**src/rtl/window_min_max_tracker_pkg.sv**
```systemverilog
// rtl/window_min_max_tracker_pkg.sv - shared types and constants for the window min/max tracker
package window_min_max_tracker_pkg;

  localparam int CMP_W = 3;

  typedef enum logic {
    ST_ACCUM = 1'b0,
    ST_HOLD  = 1'b1
  } state_t;

  typedef struct packed {
    logic gt;
    logic lt;
    logic eq;
  } cmp_res_t;

endpackage

```
**src/rtl/three_bit_comparator.sv**
```systemverilog
// rtl/three_bit_comparator.sv - unsigned 3-bit magnitude comparator (a versus b)
import window_min_max_tracker_pkg::*;

module three_bit_comparator (
  input  logic [CMP_W-1:0] a,
  input  logic [CMP_W-1:0] b,
  output cmp_res_t         res
);

  // Exactly one of gt/lt/eq is set for any pair of inputs.
  always_comb begin
    res    = '0;
    res.gt = (a > b);
    res.lt = (a < b);
    res.eq = (a == b);
  end

endmodule

```
**src/rtl/window_min_max_tracker.sv**
```systemverilog
// rtl/window_min_max_tracker.sv - per-window min, max and repeat count over a 3-bit sample stream
import window_min_max_tracker_pkg::*;

module window_min_max_tracker #(
  parameter int WINDOW = 8,
  parameter int CNT_W  = 4
) (
  input  logic             clk,
  input  logic             rst,
  input  logic             in_valid,
  output logic             in_ready,
  input  logic [CMP_W-1:0] in_data,
  output logic             out_valid,
  input  logic             out_ready,
  output logic [CMP_W-1:0] out_min,
  output logic [CMP_W-1:0] out_max,
  output logic [CNT_W-1:0] out_rep_cnt
);

  localparam logic [CNT_W-1:0] LAST_IDX = CNT_W'(WINDOW - 1);

  state_t           state, state_nxt;
  logic [CNT_W-1:0] cnt;
  logic [CMP_W-1:0] min_q, max_q, prev_q;
  logic [CNT_W-1:0] rep_q;

  cmp_res_t min_res, max_res, rep_res;

  logic accept, first, last;

  // Only one field of each comparator result drives the datapath.
  logic unused_cmp_bits;
  assign unused_cmp_bits = &{min_res.gt, min_res.eq, max_res.lt, max_res.eq,
                             rep_res.gt, rep_res.lt};

  three_bit_comparator u_cmp_min (.a(in_data), .b(min_q),  .res(min_res));
  three_bit_comparator u_cmp_max (.a(in_data), .b(max_q),  .res(max_res));
  three_bit_comparator u_cmp_rep (.a(in_data), .b(prev_q), .res(rep_res));

  assign accept = in_valid && in_ready;
  assign first  = (cnt == '0);
  assign last   = (cnt == LAST_IDX);

  // Next state and in_ready, decoded from the state register only (no path from out_ready).
  always_comb begin
    state_nxt = state;
    in_ready  = 1'b0;
    case (state)
      ST_ACCUM: begin
        in_ready = 1'b1;
        if (in_valid && last) state_nxt = ST_HOLD;
      end
      ST_HOLD: begin
        if (out_ready) state_nxt = ST_ACCUM;
      end
      default: state_nxt = ST_ACCUM;
    endcase
  end

  // State register, sample counter and running min/max/prev/repeat registers.
  always_ff @(posedge clk or posedge rst) begin
    if (rst) begin
      state  <= ST_ACCUM;
      cnt    <= '0;
      min_q  <= '0;
      max_q  <= '0;
      prev_q <= '0;
      rep_q  <= '0;
    end else begin
      state <= state_nxt;
      if (accept) begin
        cnt    <= last ? '0 : cnt + 1'b1;
        prev_q <= in_data;
        if (first) begin
          min_q <= in_data;
          max_q <= in_data;
          rep_q <= '0;
        end else begin
          if (min_res.lt) min_q <= in_data;
          if (max_res.gt) max_q <= in_data;
          if (rep_res.eq) rep_q <= rep_q + 1'b1;
        end
      end
    end
  end

  // Result registers: loaded with the final values including the closing sample, held until taken.
  always_ff @(posedge clk or posedge rst) begin
    if (rst) begin
      out_valid   <= 1'b0;
      out_min     <= '0;
      out_max     <= '0;
      out_rep_cnt <= '0;
    end else if (accept && last) begin
      out_valid <= 1'b1;
      if (first) begin
        out_min     <= in_data;
        out_max     <= in_data;
        out_rep_cnt <= '0;
      end else begin
        out_min     <= min_res.lt ? in_data : min_q;
        out_max     <= max_res.gt ? in_data : max_q;
        out_rep_cnt <= rep_res.eq ? rep_q + 1'b1 : rep_q;
      end
    end else if (state == ST_HOLD && out_ready) begin
      out_valid <= 1'b0;
    end
  end

endmodule

```
**config.mk**
```make
export PLATFORM = sky130hd
export DESIGN_NAME = window_min_max_tracker
export DESIGN_NICKNAME = d
export VERILOG_FILES = /design/src/rtl/window_min_max_tracker_pkg.sv /design/src/rtl/three_bit_comparator.sv /design/src/rtl/window_min_max_tracker.sv
export SDC_FILE = /design/constraint.sdc
export NUM_CORES = 1
export LEC_CHECK = 0
export CORE_AREA = 10 10 112 64
export DETAILED_ROUTE_END_ITERATION = 8
export DIE_AREA = 0 0 122 74
export GPL_TIMING_DRIVEN = 0
export PLACE_DENSITY = 0.57
export SYNTH_ARGS = -nofsm -noshare
export SYNTH_HDL_FRONTEND = slang
export SYNTH_SLANG_ARGS = --single-unit
```
**constraint.sdc**
```tcl
create_clock -name clk -period 1.9 [get_ports clk]
set_input_delay 0.57 -clock clk [delete_from_list [all_inputs] [get_ports clk]]
set_output_delay 0.57 -clock clk [all_outputs]
set_load 0.005 [all_outputs]
```
After elaboration in Yosys (flattened, before gate mapping)
Cells that the tools add are included.
{"block": "word_totals", "wordCells": 36, "in_bits": 7, "ff_bits": 29, "output_inout_bits": 12}
{"block": "classes", "add_sub_neg": 2, "mux": 13, "bitwise_logic": 1, "order_cmp": 2, "eq_ne": 2, "n_reduce_logical": 6}
{"op": "$mux 3", "n": 4}
{"op": "$mux 4", "n": 3}
{"op": "$add 4x1->4 const B", "n": 2}
{"op": "$mux 1", "n": 5}
{"op": "$eq 4x3->1 const B", "n": 1}
{"op": "$logic_and 1x1->1", "n": 4}
{"op": "$logic_not 4->1", "n": 1}
{"op": "$eq 3x3->1", "n": 1}
{"op": "$gt 3x3->1", "n": 1}
{"op": "$lt 3x3->1", "n": 1}
{"op": "$pmux 1 s2", "n": 1}
{"op": "$reduce_bool 2->1", "n": 1}
{"op": "$not 1->1", "n": 1}

Longest topological paths before layout
{"block": "depth", "depth_word": 4, "ltp_mapped": 7, "mapped_depth_nobuf": 6}

Modules after synthesis
Synthesis repeated with hierarchy kept, for this count alone.
{"block": "unflattened", "cells_unflattened": 163, "hier_area_um2": 1649.1}
{"module": "window_min_max_tracker", "area_per_inst_um2": 1397.6, "instances": 1, "cells_each": 130, "seq_area_each_um2": 725.7}
{"module": "three_bit_comparator", "area_per_inst_um2": 83.8, "instances": 3, "cells_each": 11, "seq_area_each_um2": 0.0}

Worst setup path after synthesis
OpenSTA, ideal clock, no wires.
{"block": "synth_timing", "kind": "in2reg", "from": "input port in_data[0]", "to": "register max_q[0]", "setup_slack_ps": -38, "n_path_buf": 0, "arrival_ps": 1813, "cell_stages": 6, "setup_ps": 125, "cell_sequence": "inv_1 ha_1 and3_1 a21oi_1 o21ai_0 mux2_2"}
{"block": "synth_between", "elab_chain_len": 3}
{"item": "start, declared", "line_no": "window_min_max_tracker.sv:12", "source": "input logic [CMP_W-1:0] in_data,"}
{"item": "$gt 3x3->1", "line_no": "three_bit_comparator.sv:13", "source": "res.gt = (a > b);"}
{"item": "$mux 3", "line_no": "window_min_max_tracker.sv:80", "source": "if (max_res.gt) max_q <= in_data;"}
{"item": "$mux 3 (*)", "line_no": "window_min_max_tracker.sv:74", "source": "if (first) begin"}
{"item": "end signal, assigned", "line_no": "window_min_max_tracker.sv:76", "source": "max_q <= in_data;"}
{"item": "end signal, assigned", "line_no": "window_min_max_tracker.sv:80"}
{"item": "end, declared", "line_no": "window_min_max_tracker.sv:24", "source": "logic [CMP_W-1:0] min_q, max_q, prev_q;"}
Mark *: on every way between the ends. The rest lies on a longest branch, timed or not.
A chain may end at the register's enable or synchronous reset.

Final worst setup path
{"block": "layout_timing", "from": "input port in_data[2]", "to": "register min_q[0]"}
{"block": "layout_between", "elab_chain_len": 3}
{"item": "$lt 3x3->1", "line_no": "three_bit_comparator.sv:14", "source": "res.lt = (a < b);"}
{"item": "$mux 3 (2 in series)"}
{"item": "end signal, assigned", "line_no": "window_min_max_tracker.sv:75", "source": "min_q <= in_data;"}
{"item": "end signal, assigned", "line_no": "window_min_max_tracker.sv:79", "source": "if (min_res.lt) min_q <= in_data;"}
{"item": "end, declared", "line_no": "window_min_max_tracker.sv:24"}
No other way between the ends.

==> impl_summary.txt <==
----------------------------------------------------
[Final layout]
  Fill cell count ... approximately 550
  Total Nets Final ... 194
  Multi-input logic area ... 787 sq um
  Final instance area ... 1940 sq um
  Final non-filler cell total ... ~250
  Number of inserted diodes ... 0
  Register area ... 726 sq um
  Synth-to-Final Area Change ... 27.5%
  Fraction of the core area covered by cells at the end of the flow ... 0.370
  Proportion of layout cells with a drive suffix above 1 ... 0.172

[Yosys]
  Netlist area before placement ... 1520 sq um
  Most frequently used cell type in the post-synthesis netlist ... sky130_fd_sc_hd__dfrtp_1
  Synthesis Warnings ... 0
  Syn_nets ... around 170
  Count of distinct cell types in the synthesized netlist ... 38
  Post-synthesis adder-cell area fraction ... 0.0657
  Mean cell area of the mapped netlist ... about 10 sq um
  Number of enable-type register cells in the synthesized netlist ... 0
  Count of state elements after synthesis ... 29
  Yosys top cell by area ... sky130_fd_sc_hd__dfrtp_1
  Simple-gate share of the synthesized area ... 0.177
  Share of synthesized area spent on multiplexers ... 0.0575
  Compound-cell area share of the yosys netlist ... 0.144
  Cells after Synth ... roughly 150
  Area share of the largest cell type after synthesis ... 0.476
  Top cells by instance count after synthesis ... sky130_fd_sc_hd__dfrtp_1, sky130_fd_sc_hd__nand2_1, sky130_fd_sc_hd__inv_1, sky130_fd_sc_hd__o21ai_0, sky130_fd_sc_hd__ha_1
  Parity-gate share of the synthesized area counting xor and xnor cells ... 0.0402
  Main combinational cell family by area after synthesis ... simple AND/OR/NAND/NOR gates
  Sequential cell area fraction in the yosys report ... 0.476
  Post-synthesis async set-or-reset flop share ... 1.00
  Dominant register cell in the synthesized netlist ... sky130_fd_sc_hd__dfrtp_1
  Top cells by area, synth ... sky130_fd_sc_hd__dfrtp_1, sky130_fd_sc_hd__ha_1, sky130_fd_sc_hd__nand2_1

[Timing]
  Count of endpoints failing hold in the final timing report ... 0
  Unrepaired setup endpoints after global routing ... yes
  Final worst clock skew ... around 0.0073 ns
  Setup violations, final ... 0
  Post-route setup slack ... 0.0152 ns
  Share of the clock period used by the worst path ... 0.992
  Shortest period the worst path allows ... 1.88 ns
  Max Freq ... 531 MHz
  Slew at the pin closest to its max-slew limit ... 1.17 ns
  Worst-case headroom to the max-slew limit ... 0.221
  Final Max Tran Viols ... 0

[Critical path]
  Setup crit start kind ... primary input
  Maximum fanout count along the critical path ... 8
  Capturing element type of the critical path ... register
  Startpoint-to-endpoint class of the critical path ... primary input to register
  Longest individual stage delay on the worst path ... 0.35 ns
  Slowest stage cell, crit path ... sky130_fd_sc_hd__ha_1
  Worst Path Required ... 2.08 ns
  CP arrival ... 2.06 ns
  Gate family responsible for the most delay along the worst path ... adder cells
  Cell breakdown of the critical path ... clkdlybuf4s15_2 > ha_1 > a21oi_1 > nor2_2 > nor3_2 > mux2_2
  Buffer and inverter count on the worst path ... 1

[Global routing]
  Maximum number of pins on one net before global-route repair ... 30
  Global Route Usage Sum ... 0.0901
  Wire length of the first global-routing pass ... 6160 microns
  Met2 Usage GRT ... 0.103
  Global routing met3 resource utilization ... 0.0415
  Initial antenna violation count ... 0
  Most congested layer reported by global routing ... met1
  Vias in the first global route ... 1,159
  Final global-route overflow total ... 0
  Met1 track utilization from global routing ... 0.135

[Floorplanning]
  Total Die Area ... 9030 sq um
  I/O pin count ... 19
  Row cnt ... 19
  Starting density of the core ... 0.290
  Die extent in y ... 74 microns
  Die X ... 122 microns
  Floorplan Core Area ... ~5300 sq um

[Routing]
  Routed Antenna Nets ... 0
  Number of detailed-routing iterations run before antenna repair ... 4
  Initial DRC count ... 60
  # DRC ... 0
  Via count normalized by instance count ... 4.70
  Total via count after detailed routing ... 1,188
  Total Wirelength ... 3820 microns
  DR WL/cell ... 15.1 microns

[Placement]
  HPWL after detailed placement ... 2710 microns
  Input/output buffers ... 18
  Post-DP Area ... 1800 sq um
  Worst slack at placement ... -0.812 ns
  Routability congestion estimate ... between 0.7 and 0.8
  Cell count after placement ... 243

[Min path]
  Worst min-delay path category ... register to register

[Run status]
  Status ... finished clean

[Power]
  Leakage power figure ... 0.868 nW
  PnR Total Power ... 0.00287 W
  Peak supply drop ... 594 uV
  Power density relative to cell area ... 1480 nW/um^2

[Clocking]
  Worst-case clock buffer depth ... 2
  CTS tree ... built
  CTS clock-pin slew for the worst setup and hold paths ... around 0.060 ns
  Clk_lat worst skew ... 0.29 ns
  Number of buffers added by the clock tree synthesis step ... 5
  Clock Sink Count ... 29
  Root Driver ... sky130_fd_sc_hd__clkbuf_8
  Count of hold-fix buffers inserted at cts ... 0
  H-Tree Depth ... 2

[Flow run]
  Max-Cap Viols ... 0

----------------------------------------------------
-- cells by family after synthesis --
| group | after synthesis |
|---|---|
| adder cells (fa/ha/maj) | 8 |
| AND/OR/NAND/NOR | 50 |
| flip-flops | 29 |
| AO/OA/AOI/OAI | 34 |
| buffers and inverters | 16 |
| XOR/XNOR | 7 |
| multiplexers | 8 |
-- power breakdown --
part	switching, W	total [W]	internal (W)
clock network	0.000249	0.000509	0.000260
registers	0.000216	0.00110	0.000881
logic	0.000615	0.00127	0.000654
-- state kept, by name, summed over array words and instances, names as in the netlist --
register     flops
prev_q           3
min_q            3
cnt              4
max_q            3
out_max          3
out_min          3
out_rep_cnt      4
state            1
rep_q            4
out_valid        1
-- path summary, 6_finish.rpt --
kind / from / cells past startpoint / to / slack, ns
hold reg to reg: out_valid / 2 / out_valid / 0.48
setup reg to reg: cnt[0] / 6 / out_min[0] / 0.06
min in group asynchronous: rst / 2 / out_min[2] / 0.90
setup / recovery: in_data[2] / 6 / min_q[0] / 0.02
max in group asynchronous: rst / 2 / rep_q[3] / 0.30
hold / removal: out_valid / 2 / out_valid / 0.48
-- routing by layer --
metal | part of all wire | routed length [microns]
met1 | 0.56 | 2150
met2 | 0.35 | 1330
met3 | 0.078 | 299
met4 | 0.013 | 51
met5 | 0 | 0
-- timing repair --
action / 4_1_cts / 5_1_grt
setup endpoints to repair: 21 / 11
gates cloned: 0 / 0
resized for setup: 18 / 4
buffers inserted: 1 / 1
-- stage by stage --
step / setup TNS, ns / hold slack [ns]
floorplan: 0 / 0.465
global placement: -15.86 / 0.461
detailed placement: -16.65 / 0.470
finish: 0 / 0.476
global route: -0.255 / 0.515
CTS: -0.000615 / 0.486
-- worst reg2reg max path, cell delays in order, from the launching register on --
cell	delay (ns)
sky130_fd_sc_hd__dfrtp_1	0.39
sky130_fd_sc_hd__ha_1	0.20
sky130_fd_sc_hd__nand2_1	0.09
sky130_fd_sc_hd__or3_1	0.33
sky130_fd_sc_hd__buf_2	0.18
sky130_fd_sc_hd__or4_1	0.50
sky130_fd_sc_hd__nand3_1	0.09
-- placed cells by master, fill, tap and decap left out, drive strengths merged, types with 4 or more instances in the layout --
master	count
a21oi	7
buf	4
clkbuf	11
clkdlybuf4s50	13
dfrtp	29
ha	8
inv	11
mux2	6
nand2	25
nor2	5
o21ai	11
o31ai	4
xnor2	4
-- cell type report --
cell class / count / share of cell area
Inverter: 11 / 0.0212
Buffer: 5 / 0.0109
Sequential cell: 29 / 0.373
Clock buffer: 8 / 0.0412
Timing Repair Buffer: 20 / 0.101
Tap cell: 73 / 0.0470
Multi-Input combinational cell: 107 / 0.405
No activity file was read; power rests on OpenSTA's default activity.
==> edit 1: new RTL, config.mk and constraints unchanged <==
Put one more register stage on the output `out_rep_cnt`. The value now appears one clock later. The other outputs are not delayed to match.
--- a/src/rtl/window_min_max_tracker.sv
+++ b/src/rtl/window_min_max_tracker.sv
@@ -18,6 +18,8 @@
 );
 
   localparam logic [CNT_W-1:0] LAST_IDX = CNT_W'(WINDOW - 1);
+
+  logic [CNT_W-1:0] out_rep_cnt_s0;
 
   state_t           state, state_nxt;
   logic [CNT_W-1:0] cnt;
@@ -90,22 +92,26 @@
       out_valid   <= 1'b0;
       out_min     <= '0;
       out_max     <= '0;
-      out_rep_cnt <= '0;
+      out_rep_cnt_s0 <= '0;
     end else if (accept && last) begin
       out_valid <= 1'b1;
       if (first) begin
         out_min     <= in_data;
         out_max     <= in_data;
-        out_rep_cnt <= '0;
+        out_rep_cnt_s0 <= '0;
       end else begin
         out_min     <= min_res.lt ? in_data : min_q;
         out_max     <= max_res.gt ? in_data : max_q;
-        out_rep_cnt <= rep_res.eq ? rep_q + 1'b1 : rep_q;
+        out_rep_cnt_s0 <= rep_res.eq ? rep_q + 1'b1 : rep_q;
       end
     end else if (state == ST_HOLD && out_ready) begin
       out_valid <= 1'b0;
     end
   end
 
+  always_ff @(posedge clk) begin
+    out_rep_cnt <= out_rep_cnt_s0;
+  end
+
 endmodule
 
Check against the original RTL: not equivalent (a bounded check fails within 10 cycles, from zero or initial values and one cycle with rst high).
==> edit 1 against the original RTL <==
Area after synthesis grew 4.1%; count of clock-buffer cells in the layout is 1 lower; wire length is 6.1% lower; critical path depth is the same; via count rose by 0.51%; sequential cell count grew 4; setup slack improved by 0.022 ns; cell area rose by 4.6%; power is 7.4% higher; synthesized cell count grew 3.3%; critical path type unchanged.
==> edit 1: results (changes against the original RTL) <==
The met1 track demand over resource in global routing is 0.125 (-0.00983). The pre-CTS worst setup slack came out at -0.869 ns (-0.0568 ns). The data arrival at the endpoint of the critical path was 2.03 ns (-0.03 ns). The areal power density over the cells is 1520 nW/µm² (+2.7%).

The power of the sequential group is 1.22 mW (+11%). The share of synthesized area spent on multiplexers came out at 0.0607 (+0.00325). The met1 wire length is 1950 µm (-9.1%). The global-route wire length before repair is 5980 µm (-3.0%). The post-synthesis adder-cell area fraction was 0.0631 (-0.00259).

The final weighted congestion in routability-driven placement is 0.780 (+3.8%). The overall routing resource usage is 0.0841 (-0.00602). The endpoint of the worst hold path is out_rep_cnt[1]$_DFF_P_. In this run the most critical hold path is launched from out_rep_cnt_s0[1]$_DFFE_PP0P_. The net count of the mapped netlist came out at 172 (+3.0%). The proportion of synthesized flip-flops having asynchronous set or reset is 0.879 (-0.121). The number of global-route vias before repair came to 1,118 (-3.5%). The worst-case vdd ir drop is 0.000393 V (-34%). The distinct cell type count of the synthesized netlist is 35 (-7.9%). The final clock period utilization by the worst path is 0.980 (-0.0118). The number of inserted filler cells in the final layout is 515 (-5.7%). The share of post-route cells with drive strength above 1 is 0.171 (-0.00110). The met2 demand-to-capacity share in global routing came to 0.107 (+0.00416). The detailed placer's ending HPWL was 2630 µm (-2.9%). The aggregate routed wire length is 3590 µm (-6.1%). The layout net count came to 201 (+3.6%). The xor-xnor portion of the synthesized cell area was 0.0442 (+0.00393). The area taken by flip-flops and latches came out at 806 µm² (+11%). The met2 layer wire length in the routed design came out at 1390 µm (+5.0%). The met3 capacity usage during global routing came out at 0.0317 (-0.00982).

The total length of routed met3 wires came out at 228 µm (-24%). The post-synthesis compound-gate area fraction came out at 0.122 (-0.0214). The number of vias after detailed routing is 1,194 (+0.51%). The net switching power of the design was 1.09 mW (+1.3%). The transition time at the pin with the least slew margin was 1.12 ns (-0.0492 ns).

The tightest hold margin came out at 0.377 ns (-0.0994 ns). The static leakage power came to 0.898 nW (+3.4%). The post-placement cell count came out at 248 (+2.1%).

The sequential-to-total area share from yosys stat came out at 0.508 (+0.0317). The DRC violation total after the first TritonRoute iteration is 101 (+68%). The number of instances in the synthesized netlist came to 157 (+3.3%). The total cell area at the placement stage was 1860 µm² (+3.3%). The number of cells on the worst hold path was 0 (-2). The run finished with clean final reports.
edit 1: changes by cell type after synthesis, sizes merged, moves of 2 or more:
cell   unedited run  this run
and3b             2         0
nor2              5         7
or3               1         3
dfxtp             0         4
xnor2             4         6
mux2i             2         4
nand4             0         2
nor4              2         0
nand2            25        22
edit 1: final cells by class:
type	count	area share
clock buffers	7	0.0474
flip-flops and latches	33	0.396
multi-input cells	107	0.374
repair buffers	22	0.102
well taps	73	0.0449
inverters	12	0.0222
plain buffers	5	0.0117
clock inverters	1	0.00246
edit 1: repair_timing:
item,in CTS,in global routing
pin swaps,1,1
setup buffers,3,1
resized for setup,14,8
endpoints found under the hold margin,0,0
gates cloned,0,0
endpoints found under the setup margin,20,10
edit 1: kinds of logic (layout without fill, tap and decap cells):
| group | Yosys count | after routing |
|---|---|---|
| simple gates | 50 | 50 |
| compound gates | 32 | 32 |
| fa+ha+maj | 8 | 8 |
| buf+inv | 17 | 47 |
| xor+xnor | 8 | 8 |
| mux | 9 | 9 |
| flops | 33 | 33 |
==> edit 2: new RTL, same settings <==
Made on the original files. Set the parameter `WINDOW` to 7 (it was 8).
--- a/src/rtl/window_min_max_tracker.sv
+++ b/src/rtl/window_min_max_tracker.sv
@@ -2,7 +2,7 @@
 import window_min_max_tracker_pkg::*;
 
 module window_min_max_tracker #(
-  parameter int WINDOW = 8,
+  parameter int WINDOW = 7,
   parameter int CNT_W  = 4
 ) (
   input  logic             clk,
Formal check against the unedited RTL: not equivalent (Yosys sat finds a counterexample within 10 cycles, from zero or initial values and one cycle with rst high).
==> edit 2 against the original RTL <==
Power fell by 0.11%; area after synthesis rose by 1.1%; count of clock-buffer cells in the layout fell by 2; critical endpoint is now max_q[0]$_DFFE_PP0N_; clock skew fell by 0.0030 ns; worst hold slack barely moved; sequential cell count did not move; critical path depth did not move; setup slack improved by 0.013 ns; wire length fell by 5.2%; cell area rose by 0.90%; via count rose by 2.2%.
==> edit 2: results (changes against the original RTL) <==
The final cell count without fillers is 259 (+2.4%). The transition time at the pin with the least slew margin is 1.13 ns (-0.0369 ns). The clock latency on the worst-skew pair came out at 0.29 ns (about the same). The number of global-route vias before repair came out at 1,252 (+8.0%). The type of the worst min-delay path is flip-flop to flip-flop. The critical path's largest stage delay came out at 0.36 ns.

The global-route wire length before repair came out at 6110 µm (-0.89%). The final weighted congestion in routability-driven placement was 0.751 (about the same). The clock skew after layout came to 0.00436 ns (-0.00297 ns). The distinct cell type count of the synthesized netlist is 40 (+5.3%). The average instance area after synthesis is 9.88 µm² (-1.4%).

The largest registers in the layout are cnt (4), out_rep_cnt (4), rep_q (4). The worst-case vdd ir drop is 0.000608 V (+2.3%). The register clock-pin slew on the reported worst setup and hold paths came out at roughly 0.070 ns. Yosys attributes the largest share of cell area to dfrtp_1, o21ai_0, mux2_2. The aggregate routed wire length came out at 3630 µm (-5.2%). The static leakage power is 0.861 nW (-0.77%). Counting instances in the post-synthesis netlist gives the leading cell types as dfrtp_1, nand2_1, o21ai_0, nor2_1, inv_1. The number of antenna violations at the first check in global routing came out at 0 (unchanged). The sequential-to-total area share from yosys stat is 0.471 (-0.00541). The count of TritonRoute iterations in the first routing pass is 4 (unchanged). The overall routing resource usage came out at 0.0868 (-0.00335).

The number of inserted diodes came out at 0 (unchanged). The DRC violation total after the first TritonRoute iteration came out at 86 (+43%). The number of vias after detailed routing is 1,214 (+2.2%). The quantity of I/O buffers inserted on ports was 18 (unchanged). The proportion of synthesized flip-flops having asynchronous set or reset is 1.00 (unchanged).

The slowest stage of the critical path is the mux2_2 cell. The dominant synthesized flop cell is dfrtp_1. The net count of the mapped netlist was 169 (+1.2%).

The post-placement cell count was 247 (+1.6%). The detailed placer's ending HPWL came to 2580 µm (-5.1%). The buffer depth of the longest clock path is 2 (unchanged). In this run the clock root is driven by a clkbuf_8. The number of clock buffers inserted by TritonCTS is 5 (unchanged). The maximum fanout count along the critical path came to 8 (unchanged). The number of H-tree branching levels came out at 2 (unchanged). The layout net count is 198 (+2.1%). The share of post-route cells with drive strength above 1 is 0.183 (+0.0106). The pin count of the biggest net entering global routing came out at 30 (unchanged). The run finished with clean final reports.

The number of warnings issued by yosys is 0 (unchanged).
edit 2: cell types whose count changed in the layout (fill, tap and decap cells not counted), moves of 3 or more:
cell / delta
buf_2: +3
a31oi_1: +5
nand2_1: -7
nor2_1: +6
clkdlybuf4s15_2: -3
clkbuf_1: -4
o21ai_0: +6
edit 2: layer usage:
metal,share of wire,track usage,vias up
li1,-,-,610
met4,0.010,0.0276,0
met2,0.38,0.122,30
met1,0.52,0.116,569
met5,0,0,-
met3,0.089,0.0385,5
edit 2: final timing paths:
check | from | to | slack [ns] | cells past startpoint
max | in_data[1] | max_q[0]$_DFFE_PP0N_ | 0.03 | 6
min | out_rep_cnt[0]$_DFFE_PP0P_ | out_rep_cnt[0]$_DFFE_PP0P_ | 0.48 | 2
max reg2reg | max_q[1]$_DFFE_PP0N_ | max_q[0]$_DFFE_PP0N_ | 0.09 | 6
min reg2reg | out_rep_cnt[0]$_DFFE_PP0P_ | out_rep_cnt[0]$_DFFE_PP0P_ | 0.48 | 2
max in group asynchronous | rst | out_max[2]$_DFFE_PP0P_ | 0.34 | 2
min in group asynchronous | rst | out_rep_cnt[2]$_DFFE_PP0P_ | 0.88 | 2
edit 2: metrics by stage:
stage	area (µm²)	setup slack, ns	util	power (mW)
floorplan	1550	0.0139	-	1.82
global placement	1820	-0.805	0.346	2.25
detailed placement	1820	-0.811	0.346	2.26
CTS	1930	0.00153	0.367	2.82
global route	1960	0.00249	0.373	3.13
finish	1960	0.0280	0.373	2.87
edit 2: report_power, final:
group          internal, mW  total (mW)  leakage, nW  switching [mW]
sequential            0.860        1.06        0.364           0.204
combinational         0.667        1.30        0.452           0.638
clock                 0.253       0.503       0.0450           0.250
total                  1.78        2.87        0.861            1.09
edit 2: area by class of cell:
type | instances | area [µm²]
clock inverter | 2 | 10.0
sequential | 29 | 726
multi-input combinational | 113 | 792
fill | 544 | 3290
buffer | 6 | 41.3
clock buffer | 6 | 72.6
inverter | 8 | 30.0
tap | 73 | 91.3
timing repair buffer | 22 | 198
edit 2: kinds of logic (layout without fill, tap and decap cells):
logic type	count (synthesis)	count (layout)	share of synthesized area
multiplexers	9	9	0.0641
AO/OA/AOI/OAI	41	41	0.167
adder cells (fa/ha/maj)	6	6	0.0487
XOR/XNOR	7	7	0.0398
flip-flops	29	29	0.471
AND/OR/NAND/NOR	50	50	0.168
buffers and inverters	14	44	0.0414
edit 2: repair_timing:
action                                  in CTS  in global routing
hold endpoints to repair                     0                  0
pin swaps                                    1                  3
resized for setup                           17                  8
buffers inserted                             1                  3
endpoints found under the setup margin      20                 18
edit 2: worst max-delay path: cells and delay by family:
kind / cells / cell delay (ns)
fa+ha+maj: 1 / 0.32
buf+inv: 1 / 0.16
compound gates: 2 / 0.45
simple gates: 1 / 0.18
mux: 1 / 0.36
